File: src/rtl/typing_pkg.sv
// Shared encodings for the keypad typing-test core: display modes, key codes, FSM states.
package typing_pkg;

  localparam logic [1:0] MODE_SELECT = 2'd0;
  localparam logic [1:0] MODE_TEST   = 2'd1;
  localparam logic [1:0] MODE_RESULT = 2'd2;

  localparam logic [3:0] KEY_START = 4'hA;
  localparam logic [3:0] KEY_BACK  = 4'hB;

  localparam int unsigned SECS_PER_MIN = 60;

  typedef enum logic [2:0] {
    ST_SELECT,
    ST_CONV,
    ST_TEST,
    ST_DIV,
    ST_RESULT
  } state_t;

endpackage

File: src/rtl/seq_divider.sv
// Restoring shift-subtract unsigned divider producing one quotient bit per clock.
module seq_divider #(
  parameter int unsigned DIVIDEND_W = 22,
  parameter int unsigned DIVISOR_W  = 16
) (
  input  logic                  clk,
  input  logic                  rst_n,
  input  logic                  start,
  input  logic [DIVIDEND_W-1:0] dividend,
  input  logic [DIVISOR_W-1:0]  divisor,
  output logic                  busy,
  output logic                  done,
  output logic [DIVIDEND_W-1:0] quotient
);

  localparam int unsigned CNT_BITS = $clog2(DIVIDEND_W + 1);

  logic [DIVISOR_W-1:0]  rem_q, rem_d;
  logic [DIVIDEND_W-1:0] quo_q, quo_d;
  logic [DIVISOR_W-1:0]  dvs_q, dvs_d;
  logic [CNT_BITS-1:0]   cnt_q, cnt_d;
  logic                  busy_q, busy_d;
  logic                  done_q, done_d;
  logic [DIVISOR_W:0]    shifted;

  // The partial remainder stays below the divisor, so it fits DIVISOR_W bits.
  always_comb begin
    rem_d   = rem_q;
    quo_d   = quo_q;
    dvs_d   = dvs_q;
    cnt_d   = cnt_q;
    busy_d  = busy_q;
    done_d  = 1'b0;
    shifted = {rem_q, quo_q[DIVIDEND_W-1]};
    if (start) begin
      rem_d  = '0;
      quo_d  = dividend;
      dvs_d  = divisor;
      cnt_d  = CNT_BITS'(DIVIDEND_W);
      busy_d = 1'b1;
    end else if (busy_q) begin
      if (shifted >= {1'b0, dvs_q}) begin
        rem_d = DIVISOR_W'(shifted - {1'b0, dvs_q});
        quo_d = {quo_q[DIVIDEND_W-2:0], 1'b1};
      end else begin
        rem_d = shifted[DIVISOR_W-1:0];
        quo_d = {quo_q[DIVIDEND_W-2:0], 1'b0};
      end
      cnt_d = cnt_q - CNT_BITS'(1);
      if (cnt_q == CNT_BITS'(1)) begin
        busy_d = 1'b0;
        done_d = 1'b1;
      end
    end
  end

  always_ff @(posedge clk or negedge rst_n) begin
    if (!rst_n) begin
      rem_q  <= '0;
      quo_q  <= '0;
      dvs_q  <= '0;
      cnt_q  <= '0;
      busy_q <= 1'b0;
      done_q <= 1'b0;
    end else begin
      rem_q  <= rem_d;
      quo_q  <= quo_d;
      dvs_q  <= dvs_d;
      cnt_q  <= cnt_d;
      busy_q <= busy_d;
      done_q <= done_d;
    end
  end

  assign busy     = busy_q;
  assign done     = done_q;
  assign quotient = quo_q;

endmodule

File: src/rtl/typing_test_core.sv
// Keypad typing-test game core: target entry, word typing with miss/time counting,
// and a words-per-minute result from a sequential divider.
module typing_test_core
  import typing_pkg::*;
#(
  parameter int unsigned N_DIGITS = 4,
  parameter int unsigned CNT_W    = 16,
  parameter int unsigned WPM_W    = 16
) (
  input  logic                  clk,
  input  logic                  rst_n,
  input  logic                  sec_tick,
  input  logic                  key_level,
  input  logic [3:0]            key_code,
  input  logic [4*N_DIGITS-1:0] rand_word,
  output logic [4*N_DIGITS-1:0] disp_digits,
  output logic [N_DIGITS-1:0]   disp_en,
  output logic [1:0]            mode,
  output logic [CNT_W-1:0]      missed,
  output logic [CNT_W-1:0]      elapsed,
  output logic [CNT_W-1:0]      completed,
  output logic [WPM_W-1:0]      wpm,
  output logic                  result_valid
);

  localparam int unsigned DISP_W = 4 * N_DIGITS;
  localparam int unsigned CUR_W  = (N_DIGITS > 1) ? $clog2(N_DIGITS) : 1;
  localparam int unsigned DVD_W  = CNT_W + 6;
  localparam int unsigned ACC_W  = CNT_W + 4;
  localparam logic [CNT_W-1:0] CNT_MAX = '1;
  localparam logic [CUR_W-1:0] CUR_TOP = CUR_W'(N_DIGITS - 1);

  state_t             state_q, state_d;
  logic               key_last_q, key_last_d;
  logic               press_q, press_d;
  logic [DISP_W-1:0]  target_bcd_q, target_bcd_d;
  logic [CNT_W-1:0]   target_q, target_d;
  logic [CUR_W-1:0]   conv_idx_q, conv_idx_d;
  logic [DISP_W-1:0]  word_q, word_d;
  logic [CUR_W-1:0]   cursor_q, cursor_d;
  logic [CNT_W-1:0]   missed_q, missed_d;
  logic [CNT_W-1:0]   elapsed_q, elapsed_d;
  logic [CNT_W-1:0]   completed_q, completed_d;
  logic [WPM_W-1:0]   wpm_q, wpm_d;
  logic               result_valid_q, result_valid_d;
  logic [N_DIGITS-1:0] disp_en_q, disp_en_d;
  logic [DISP_W-1:0]  disp_q, disp_d;
  logic [1:0]         mode_q, mode_d;
  logic               div_start_q, div_start_d;

  logic               key_is_digit, key_is_start, key_is_back;
  logic [3:0]         cur_digit, conv_digit;
  logic [ACC_W-1:0]   acc_next;
  logic [CNT_W-1:0]   target_sat;
  logic [CNT_W-1:0]   missed_inc, elapsed_inc, completed_inc;
  logic [DVD_W-1:0]   div_dividend, div_quotient;
  logic [CNT_W-1:0]   div_divisor;
  logic               div_busy, div_done, div_fire;
  logic [WPM_W-1:0]   wpm_sat;

  assign key_is_digit = press_q && (key_code <= 4'd9);
  assign key_is_start = press_q && (key_code == KEY_START);
  assign key_is_back  = press_q && (key_code == KEY_BACK);

  assign cur_digit  = word_q[{cursor_q, 2'b00} +: 4];
  assign conv_digit = target_bcd_q[{conv_idx_q, 2'b00} +: 4];

  // Decimal accumulation of the entered target, most significant digit first.
  assign acc_next   = ACC_W'(target_q) * ACC_W'(10) + ACC_W'(conv_digit);
  assign target_sat = (acc_next > ACC_W'(CNT_MAX)) ? CNT_MAX : CNT_W'(acc_next);

  assign missed_inc    = (missed_q == CNT_MAX)    ? missed_q    : missed_q + CNT_W'(1);
  assign elapsed_inc   = (elapsed_q == CNT_MAX)   ? elapsed_q   : elapsed_q + CNT_W'(1);
  assign completed_inc = (completed_q == CNT_MAX) ? completed_q : completed_q + CNT_W'(1);

  assign div_dividend = DVD_W'(completed_q) * DVD_W'(SECS_PER_MIN);
  assign div_divisor  = (elapsed_q == '0) ? CNT_W'(1) : elapsed_q;
  // A done left over from an aborted run must not end a freshly started division.
  assign div_fire     = div_done && !div_busy && !div_start_q;
  assign wpm_sat      = ((div_quotient >> WPM_W) != '0) ? {WPM_W{1'b1}} : WPM_W'(div_quotient);

  seq_divider #(
    .DIVIDEND_W (DVD_W),
    .DIVISOR_W  (CNT_W)
  ) u_div (
    .clk      (clk),
    .rst_n    (rst_n),
    .start    (div_start_q),
    .dividend (div_dividend),
    .divisor  (div_divisor),
    .busy     (div_busy),
    .done     (div_done),
    .quotient (div_quotient)
  );

  always_comb begin
    state_d        = state_q;
    key_last_d     = key_level;
    press_d        = key_level & ~key_last_q;
    target_bcd_d   = target_bcd_q;
    target_d       = target_q;
    conv_idx_d     = conv_idx_q;
    word_d         = word_q;
    cursor_d       = cursor_q;
    missed_d       = missed_q;
    elapsed_d      = elapsed_q;
    completed_d    = completed_q;
    wpm_d          = wpm_q;
    result_valid_d = result_valid_q;
    disp_en_d      = disp_en_q;
    div_start_d    = 1'b0;

    case (state_q)
      ST_SELECT: begin
        if (key_is_digit) begin
          target_bcd_d = DISP_W'({target_bcd_q, key_code});
        end else if (key_is_back) begin
          target_bcd_d = '0;
        end else if (key_is_start && (target_bcd_q != '0)) begin
          state_d    = ST_CONV;
          target_d   = '0;
          conv_idx_d = CUR_TOP;
        end
      end

      ST_CONV: begin
        target_d   = target_sat;
        conv_idx_d = conv_idx_q - CUR_W'(1);
        if (conv_idx_q == '0) begin
          word_d      = rand_word;
          missed_d    = '0;
          elapsed_d   = '0;
          completed_d = '0;
          cursor_d    = CUR_TOP;
          state_d     = ST_TEST;
        end
      end

      ST_TEST: begin
        if (sec_tick) begin
          elapsed_d = elapsed_inc;
        end
        if (key_is_back) begin
          state_d     = ST_SELECT;
          missed_d    = '0;
          elapsed_d   = '0;
          completed_d = '0;
        end else if (key_is_digit) begin
          if (key_code != cur_digit) begin
            missed_d = missed_inc;
          end else if (cursor_q != '0) begin
            disp_en_d[cursor_q] = 1'b0;
            cursor_d            = cursor_q - CUR_W'(1);
          end else begin
            completed_d = completed_inc;
            if (completed_inc == target_q) begin
              state_d     = ST_DIV;
              div_start_d = 1'b1;
            end else begin
              word_d    = rand_word;
              disp_en_d = '1;
              cursor_d  = CUR_TOP;
            end
          end
        end
      end

      ST_DIV: begin
        if (key_is_back) begin
          state_d     = ST_SELECT;
          missed_d    = '0;
          elapsed_d   = '0;
          completed_d = '0;
        end else if (div_fire) begin
          wpm_d          = wpm_sat;
          result_valid_d = 1'b1;
          state_d        = ST_RESULT;
        end
      end

      ST_RESULT: begin
        if (key_is_back) begin
          state_d        = ST_SELECT;
          missed_d       = '0;
          elapsed_d      = '0;
          completed_d    = '0;
          wpm_d          = '0;
          result_valid_d = 1'b0;
        end
      end

      default: state_d = ST_SELECT;
    endcase

    // Digit masking only applies while a word is being typed.
    if (state_d != ST_TEST) begin
      disp_en_d = '1;
    end

    case (state_d)
      ST_SELECT: begin
        mode_d = MODE_SELECT;
        disp_d = target_bcd_d;
      end
      ST_CONV: begin
        mode_d = MODE_TEST;
        disp_d = target_bcd_d;
      end
      ST_RESULT: begin
        mode_d = MODE_RESULT;
        disp_d = DISP_W'(wpm_d);
      end
      default: begin
        mode_d = MODE_TEST;
        disp_d = word_d;
      end
    endcase
  end

  always_ff @(posedge clk or negedge rst_n) begin
    if (!rst_n) begin
      state_q        <= ST_SELECT;
      key_last_q     <= 1'b0;
      press_q        <= 1'b0;
      target_bcd_q   <= '0;
      target_q       <= '0;
      conv_idx_q     <= '0;
      word_q         <= '0;
      cursor_q       <= '0;
      missed_q       <= '0;
      elapsed_q      <= '0;
      completed_q    <= '0;
      wpm_q          <= '0;
      result_valid_q <= 1'b0;
      disp_en_q      <= '1;
      disp_q         <= '0;
      mode_q         <= MODE_SELECT;
      div_start_q    <= 1'b0;
    end else begin
      state_q        <= state_d;
      key_last_q     <= key_last_d;
      press_q        <= press_d;
      target_bcd_q   <= target_bcd_d;
      target_q       <= target_d;
      conv_idx_q     <= conv_idx_d;
      word_q         <= word_d;
      cursor_q       <= cursor_d;
      missed_q       <= missed_d;
      elapsed_q      <= elapsed_d;
      completed_q    <= completed_d;
      wpm_q          <= wpm_d;
      result_valid_q <= result_valid_d;
      disp_en_q      <= disp_en_d;
      disp_q         <= disp_d;
      mode_q         <= mode_d;
      div_start_q    <= div_start_d;
    end
  end

  assign disp_digits  = disp_q;
  assign disp_en      = disp_en_q;
  assign mode         = mode_q;
  assign missed       = missed_q;
  assign elapsed      = elapsed_q;
  assign completed    = completed_q;
  assign wpm          = wpm_q;
  assign result_valid = result_valid_q;

endmodule

File: config.mk
export PLATFORM = sky130hd
export DESIGN_NAME = typing_test_core
export DESIGN_NICKNAME = d
export VERILOG_FILES = /design/src/rtl/typing_pkg.sv /design/src/rtl/seq_divider.sv /design/src/rtl/typing_test_core.sv
export SDC_FILE = /design/constraint.sdc
export NUM_CORES = 1
export LEC_CHECK = 0
export ABC_AREA = 1
export ABC_CLOCK_PERIOD_IN_PS = 3700
export BUFFER_PORTS_ARGS = -buffer_cell sky130_fd_sc_hd__buf_4
export CORE_MARGIN = 2
export CORE_UTILIZATION = 55
export DETAILED_ROUTE_END_ITERATION = 16
export GPL_ROUTABILITY_DRIVEN = 0
export PLACE_DENSITY = 0.77
export SYNTH_ARGS = -nofsm -noshare
export SYNTH_HDL_FRONTEND = slang
export SYNTH_HIERARCHICAL = 1
export SYNTH_SLANG_ARGS = --single-unit
export TNS_END_PERCENT = 30
File: constraint.sdc
create_clock -name clk -period 3.7 [get_ports clk]
set_clock_uncertainty 0.2 [all_clocks]
set_input_delay 1.11 -clock clk [delete_from_list [all_inputs] [get_ports clk]]
set_output_delay 1.11 -clock clk [all_outputs]
set_load 0.02 [all_outputs]
After elaboration in Yosys (flattened, before gate mapping)
Index checks and enable logic that the tools add are counted.
Widths: inputs -> output; s select.
{"block": "classes", "n_addsub": 8, "mul": 2, "magnitude_cmp": 5, "eq_ne": 37, "shifts": 2, "n_mux": 97, "bitwise_logic": 4, "n_reduce_logical": 32}
{"cell": "$mux 16", "count": 35}
{"cell": "$pmux 16 s3", "count": 3}
{"cell": "$pmux 16 s2", "count": 4}
{"cell": "$add 16x1->16 const B", "count": 3}
{"cell": "$eq 16x16->1 const B", "count": 3}
{"cell": "$mux 22", "count": 2}
{"cell": "$mux 3", "count": 12}
{"cell": "$shiftx 16x5->4", "count": 2}
{"cell": "$mux 4", "count": 7}
{"cell": "$ne 3x3->1 const B", "count": 8}
{"cell": "$reduce_bool 22->1", "count": 1}
{"cell": "$add 20x4->20", "count": 1}
{"cell": "$gt 20x16->1 const B", "count": 1}
{"cell": "$mul 16x4->20 const B", "count": 1}
{"cell": "$ne 2x2->1 const B", "count": 10}
{"cell": "$mul 16x3->19 const B", "count": 1}
{"cell": "$mux 2", "count": 9}
{"cell": "$reduce_and 6->1", "count": 3}
{"cell": "$ge 17x16->1", "count": 1}
{"cell": "$mux 1", "count": 17}
{"cell": "$eq 16x16->1", "count": 1}
{"cell": "$logic_not 16->1", "count": 1}
{"cell": "$reduce_bool 16->1", "count": 1}
{"cell": "$sub 16x16->16", "count": 1}
{"cell": "other kinds (31)", "count": 59}
{"block": "totals", "reg_bits": 206, "input_bits": 24, "out_inout_bits": 87, "word_cells": 210}

Depth between registers and ports, before layout
{"block": "logic_depth", "ltp_word": 12, "mapped_depth": 22, "depth_no_buf": 21}

Hierarchy
Netlist, hierarchy kept.
{"module": "typing_test_core", "instances": 1, "cells_per_inst": 1444, "area_each_um2": 10956.8, "seq_area_each_um2": 3633.5}
{"module": "seq_divider", "instances": 1, "cells_per_inst": 532, "area_each_um2": 3821.2, "seq_area_each_um2": 1526.5}

Least setup slack after synthesis
Ideal clock, no wire load.
{"block": "synth_timing", "kind": "register to register", "start": "reg completed_q[2], in the netlist completed[2]", "end": "reg u_div.quo_q[20], in the netlist u_div/quotient[20]", "arrival_ps": 3367, "t_required_ps": 3358, "path_slack_ps": -9, "path_stages_with_launch": 22, "path_buffers": 0, "synth_period_minus_slack_ps": 3709, "path_cell_list": "dfrtp_1 > fa_1 > inv_1 > fa_1 > inv_1 > fa_1 > nand3_1 > a21oi_1 > o21ai_0 > nand2_1 > nand2_1 > inv_1 > nand2_1 > nand2_1 > a21oi_1 > o21ai_0 > nand2_1 > nand2_1 > nand2_1 > nand2_1 > nand2_1 > o221ai_1"}
{"block": "synth_via", "elab_chain_cells": 2}
{"item": "start, declared", "line": "typing_test_core.sv:43", "text": "logic [CNT_W-1:0] completed_q, completed_d;"}
{"item": "start signal, assigned", "line": "typing_test_core.sv:250", "text": "completed_q <= completed_d;"}
{"item": "$mul 16x4->20", "line": "typing_test_core.sv:76", "text": "assign div_dividend = DVD_W'(completed_q) * DVD_W'(SECS_PER_MIN);"}
{"item": "net div_dividend[20]", "line": "typing_test_core.sv:56", "text": "logic [DVD_W-1:0] div_dividend, div_quotient;"}
{"item": "$mux 22", "line": "seq_divider.sv:35", "text": "if (start) begin"}
{"item": "end signal, assigned", "line": "seq_divider.sv:67", "text": "quo_q <= quo_d;"}
{"item": "end, declared", "line": "seq_divider.sv:19", "text": "logic [DIVIDEND_W-1:0] quo_q, quo_d;"}
The timed path passes the listed nets, and every way through them passes these cells.
A chain may end at the register's enable or synchronous reset.

Final worst setup path
Same ends and word-level chain as after synthesis.

==> run_results.csv <==
group,metric,value,unit
worst_setup_path,crit_start,"completed[2]",
worst_setup_path,crit_family,"adder cells",
status,outcome,"completed",
global_route,overflow,0,
timing,rsz0062_at_grt,"true",
global_route,grt_pass1_vias,13149,
synthesis,synth_xor_area_share,2.64,%
timing,tightest_slew,0.932,ns
timing,final-max-slew-violation-count,0,
synthesis,synth_edf_count,0,
worst_setup_path,reg2reg_to,"u_div/quotient[20]",
synthesis,synth_top_family_by_area,"simple AND/OR/NAND/NOR gates",
timing,setup_viol,0,
global_route,grt_max_degree,66,
synthesis,yosysSeqAreaShare,34.9,%
worst_setup_path,cp_common_cell,"nand2_1",
worst_setup_path,r2r_cells,21,
synthesis,synthTopCellsByArea,"dfrtp_1 (34%), nand2_1 (14%), ha_1 (7.7%), inv_1 (7.6%), nand3_1 (5.3%)",
clock_tree,clkTransAtPathRegs,0.06,ns
drt,wl_met3,2.54,mm
timing,tns,0,ns
timing,fin_hold_ws,0.220,ns
floorplan,core_area,26200,sq um
drt,drt.antenna.violating_nets,0,
synthesis,yosys.area.top_type,"dfrtp_1",
drt,highest-signal-layer,"met4",
drt,dr.pass1.iters,6,
synthesis,postSynthCellCount,1976,
synthesis,synth_top_area_share,34.2,%
drt,wl_per_cell,16.2,microns
worst_setup_path,criticalPathCategory,"reg -> reg",
clock_tree,clockBufferDepth,3,
power_and_ir_drop,powerDensity,704,nW/um^2
global_route,antenna_found_initial,1,
layout,nNetsFinal,2260,
synthesis,synth_compound_area_share,11.1,%
synthesis,synth-seq-cells,206,
synthesis,yosysWarnings,6,
worst_setup_path,rrSetupSlack,0.18,ns
synthesis,muxShareOfSynthArea,0,%
floorplan,die_area,28200,sq um
layout,antenna_cells,0,
clock_tree,h-tree-depth,1,
synthesis,ys_types,58,
timing,period_needed,3.52,ns
layout,final_common_cell,"nand2_1",
floorplan,rows,59,
timing,clock.fmax,284,MHz
worst_setup_path,reg2reg_from,"completed[2]",
drt,route.met2.wl,18.9,mm
layout,layout_common_cells,"nand2_1 (531), inv_1 (298), dfrtp_1 (196)",
power_and_ir_drop,ir_drop,0.792,mV
timing,period_share,95.3,%
worst_setup_path,crit_path_end,"u_div/quotient[20]",
clock_tree,numCtsBuffers,25,
placed_design,postPlaceCellArea,16100,sq um
layout,n_fill_cell,2176,
worst_setup_path,startpoint_type,"register",
worst_setup_path,cpPeakStageDelay,0.52,ns
synthesis,synth_ff_type,"dfrtp_1",
global_route,grt_pass1_wl,65.1,mm
synthesis,synthAdderAreaFrac,12.0,%
drt,viasPerCell,5.62,
floorplan,ioPinCount,111,
hold_path,hold_class,"reg -> reg",
drt,drc,0,
worst_setup_path,cp.required,3.87,ns
drt,m1WireLength,17.3,mm
synthesis,async_flop_share,100,%
placed_design,port_buffers,110,
worst_setup_path,cp_slowest_cell,"fa_1",
layout,area_growth,16.4,%
flow_run,drv_cap,0,
clock_tree,cts_sinks,206,
timing,setup_ws,0.175,ns
global_route,grt_usage,27.9,%
worst_setup_path,cp.arrival,3.70,ns
placed_design,preCtsSetupSlack,-0.0458,ns
worst_setup_path,path_depth,21,
clock_tree,postCtsHoldBufs,0,
clock_tree,cts_tree,"done",
worst_setup_path,crit_buf_inv,3,
clock_tree,clk-insertion-delay-late,0.54,ns
layout,drive_gt1_share,15.4,%
floorplan,initial_core_util,56.4,%
drt,drt_wl_total,40.0,mm
power_and_ir_drop,power.leakage,9.28,nW
placed_design,dp_hpwl,29.5,mm
timing,finalHoldViolations,0,
layout,final_area,17200,sq um
timing,slew_headroom,37.8,%
drt,vias,13876,
worst_setup_path,path_cells,"fa_1, inv_1, fa_1, inv_2, fa_2, nand3_2, a21oi_2, o21ai_1, nand2_1, nand2_1, inv_1, nand2_1, nand2_2, a21oi_2, o21ai_2, nand2_1, nand2_1, nand2_1, nand2_1, nand2_1, o221ai_2",
worst_setup_path,worstSetupEndpointType,"register",
synthesis,yosys.area_share.simple,29.2,%
synthesis,synth_area_per_cell,7.48,sq um
drt,drt_iter0_drc,1412,
synthesis,netlist_area,14800,sq um
clock_tree,root_buffer,"clkbuf_16",
floorplan,die_x,168,microns
worst_setup_path,critical_path.max_fanout,5,
floorplan,die_y,168,microns
[power by group]
group	leakage, nW	internal (mW)	total (mW)	switching [mW]
combinational	6.14	2.53	6.56	4.03
clock	0.399	1.42	2.43	1.01
sequential	2.74	2.69	3.13	0.441
total	9.28	6.64	12.1	5.48
[cell type report]
class	instances	area, sq um	share of cell area (%)
clock buffer	35	713	4.14
multi-input combinational	1398	8280	48.1
sequential	206	5170	30.0
timing repair buffer	174	1370	7.95
clock inverter	11	98.8	0.574
tap	335	419	2.44
inverter	308	1160	6.74
[cell usage after synthesis, types with 3 or more instances]
cell type,n
nand2_1,536
inv_1,300
dfrtp_1,202
nand3_1,156
nor2_1,126
ha_1,91
a21oi_1,82
o21ai_0,62
o22ai_1,41
clkbuf_1,40
fa_1,32
xor2_1,28
nand4_1,24
nand2_2,22
nor3_1,22
nand3b_1,20
o221ai_1,20
a22oi_1,19
a22o_1,16
nand3_2,14
xnor2_1,14
buf_2,11
nor4_1,8
nor2_2,7
inv_2,6
nand2_4,6
o211ai_1,6
buf_4,5
buf_6,5
dfstp_2,4
o21ai_1,4
o21ai_2,4
or2_2,4
and2_1,3
buf_1,3
nor2_4,3
nor3_2,3
o21bai_1,3
[state kept, by name, indices dropped and copies added (netlist names), 3 cells and up]
register,cells
u_div/rem_q,16
u_div/cnt_q,5
u_div/quotient,22
missed,16
disp_digits,16
state_q,3
elapsed,16
disp_en,4
completed,16
wpm,16
target_q,16
word_q,16
u_div/dvs_q,16
target_bcd_q,16
[cells by family (layout without fill, tap and decap cells)]
kind of cell / Yosys count / after routing
other: 1 / 2
xor gates and xnor gates: 43 / 43
buffers and inverters: 373 / 528
and+or+nand+nor: 962 / 962
adders and majority gates: 123 / 123
DFF: 206 / 206
AOI/OAI and AO/OA: 268 / 268
[timing repair]
action / 4_1_cts / 5_1_grt
gates resized for setup: 2 / 42
setup endpoints to repair: 2 / 41
pin swaps: 0 / 9
cloned: 0 / 1
setup buffers: 1 / 9
[worst min path at each step]
stage                from      end  slack, ns  depth (start not counted)
2_1_floorplan  key_last_q  press_q       0.18                          1
3_3_place_gp   key_last_q  press_q       0.18                          1
3_5_place_dp   key_last_q  press_q       0.21                          1
4_1_cts        key_last_q  press_q       0.22                          1
5_1_grt        key_last_q  press_q       0.24                          1
6_report       key_last_q  press_q       0.22                          1
[layer usage]
metal  global-route usage, %  up-vias
met5                       0        -
met3                    3.81      103
met2                    46.7      516
met4                    9.53        0
met1                    37.6     6575
li1                        -     6682
[stage by stage]
| stage | utilization [%] | total power, mW | instances |
|---|---|---|---|
| after floorplan | - | 7.33 | 1977 |
| after global placement | 61.5 | 8.95 | 2410 |
| after detailed placement | 61.5 | 9.06 | 2410 |
| after CTS | 64.7 | 11.5 | 2457 |
| after global routing | 65.7 | 13.0 | 2467 |
| final | 65.7 | 12.1 | 2467 |
Note: power is estimated with default switching activity, not from simulation.
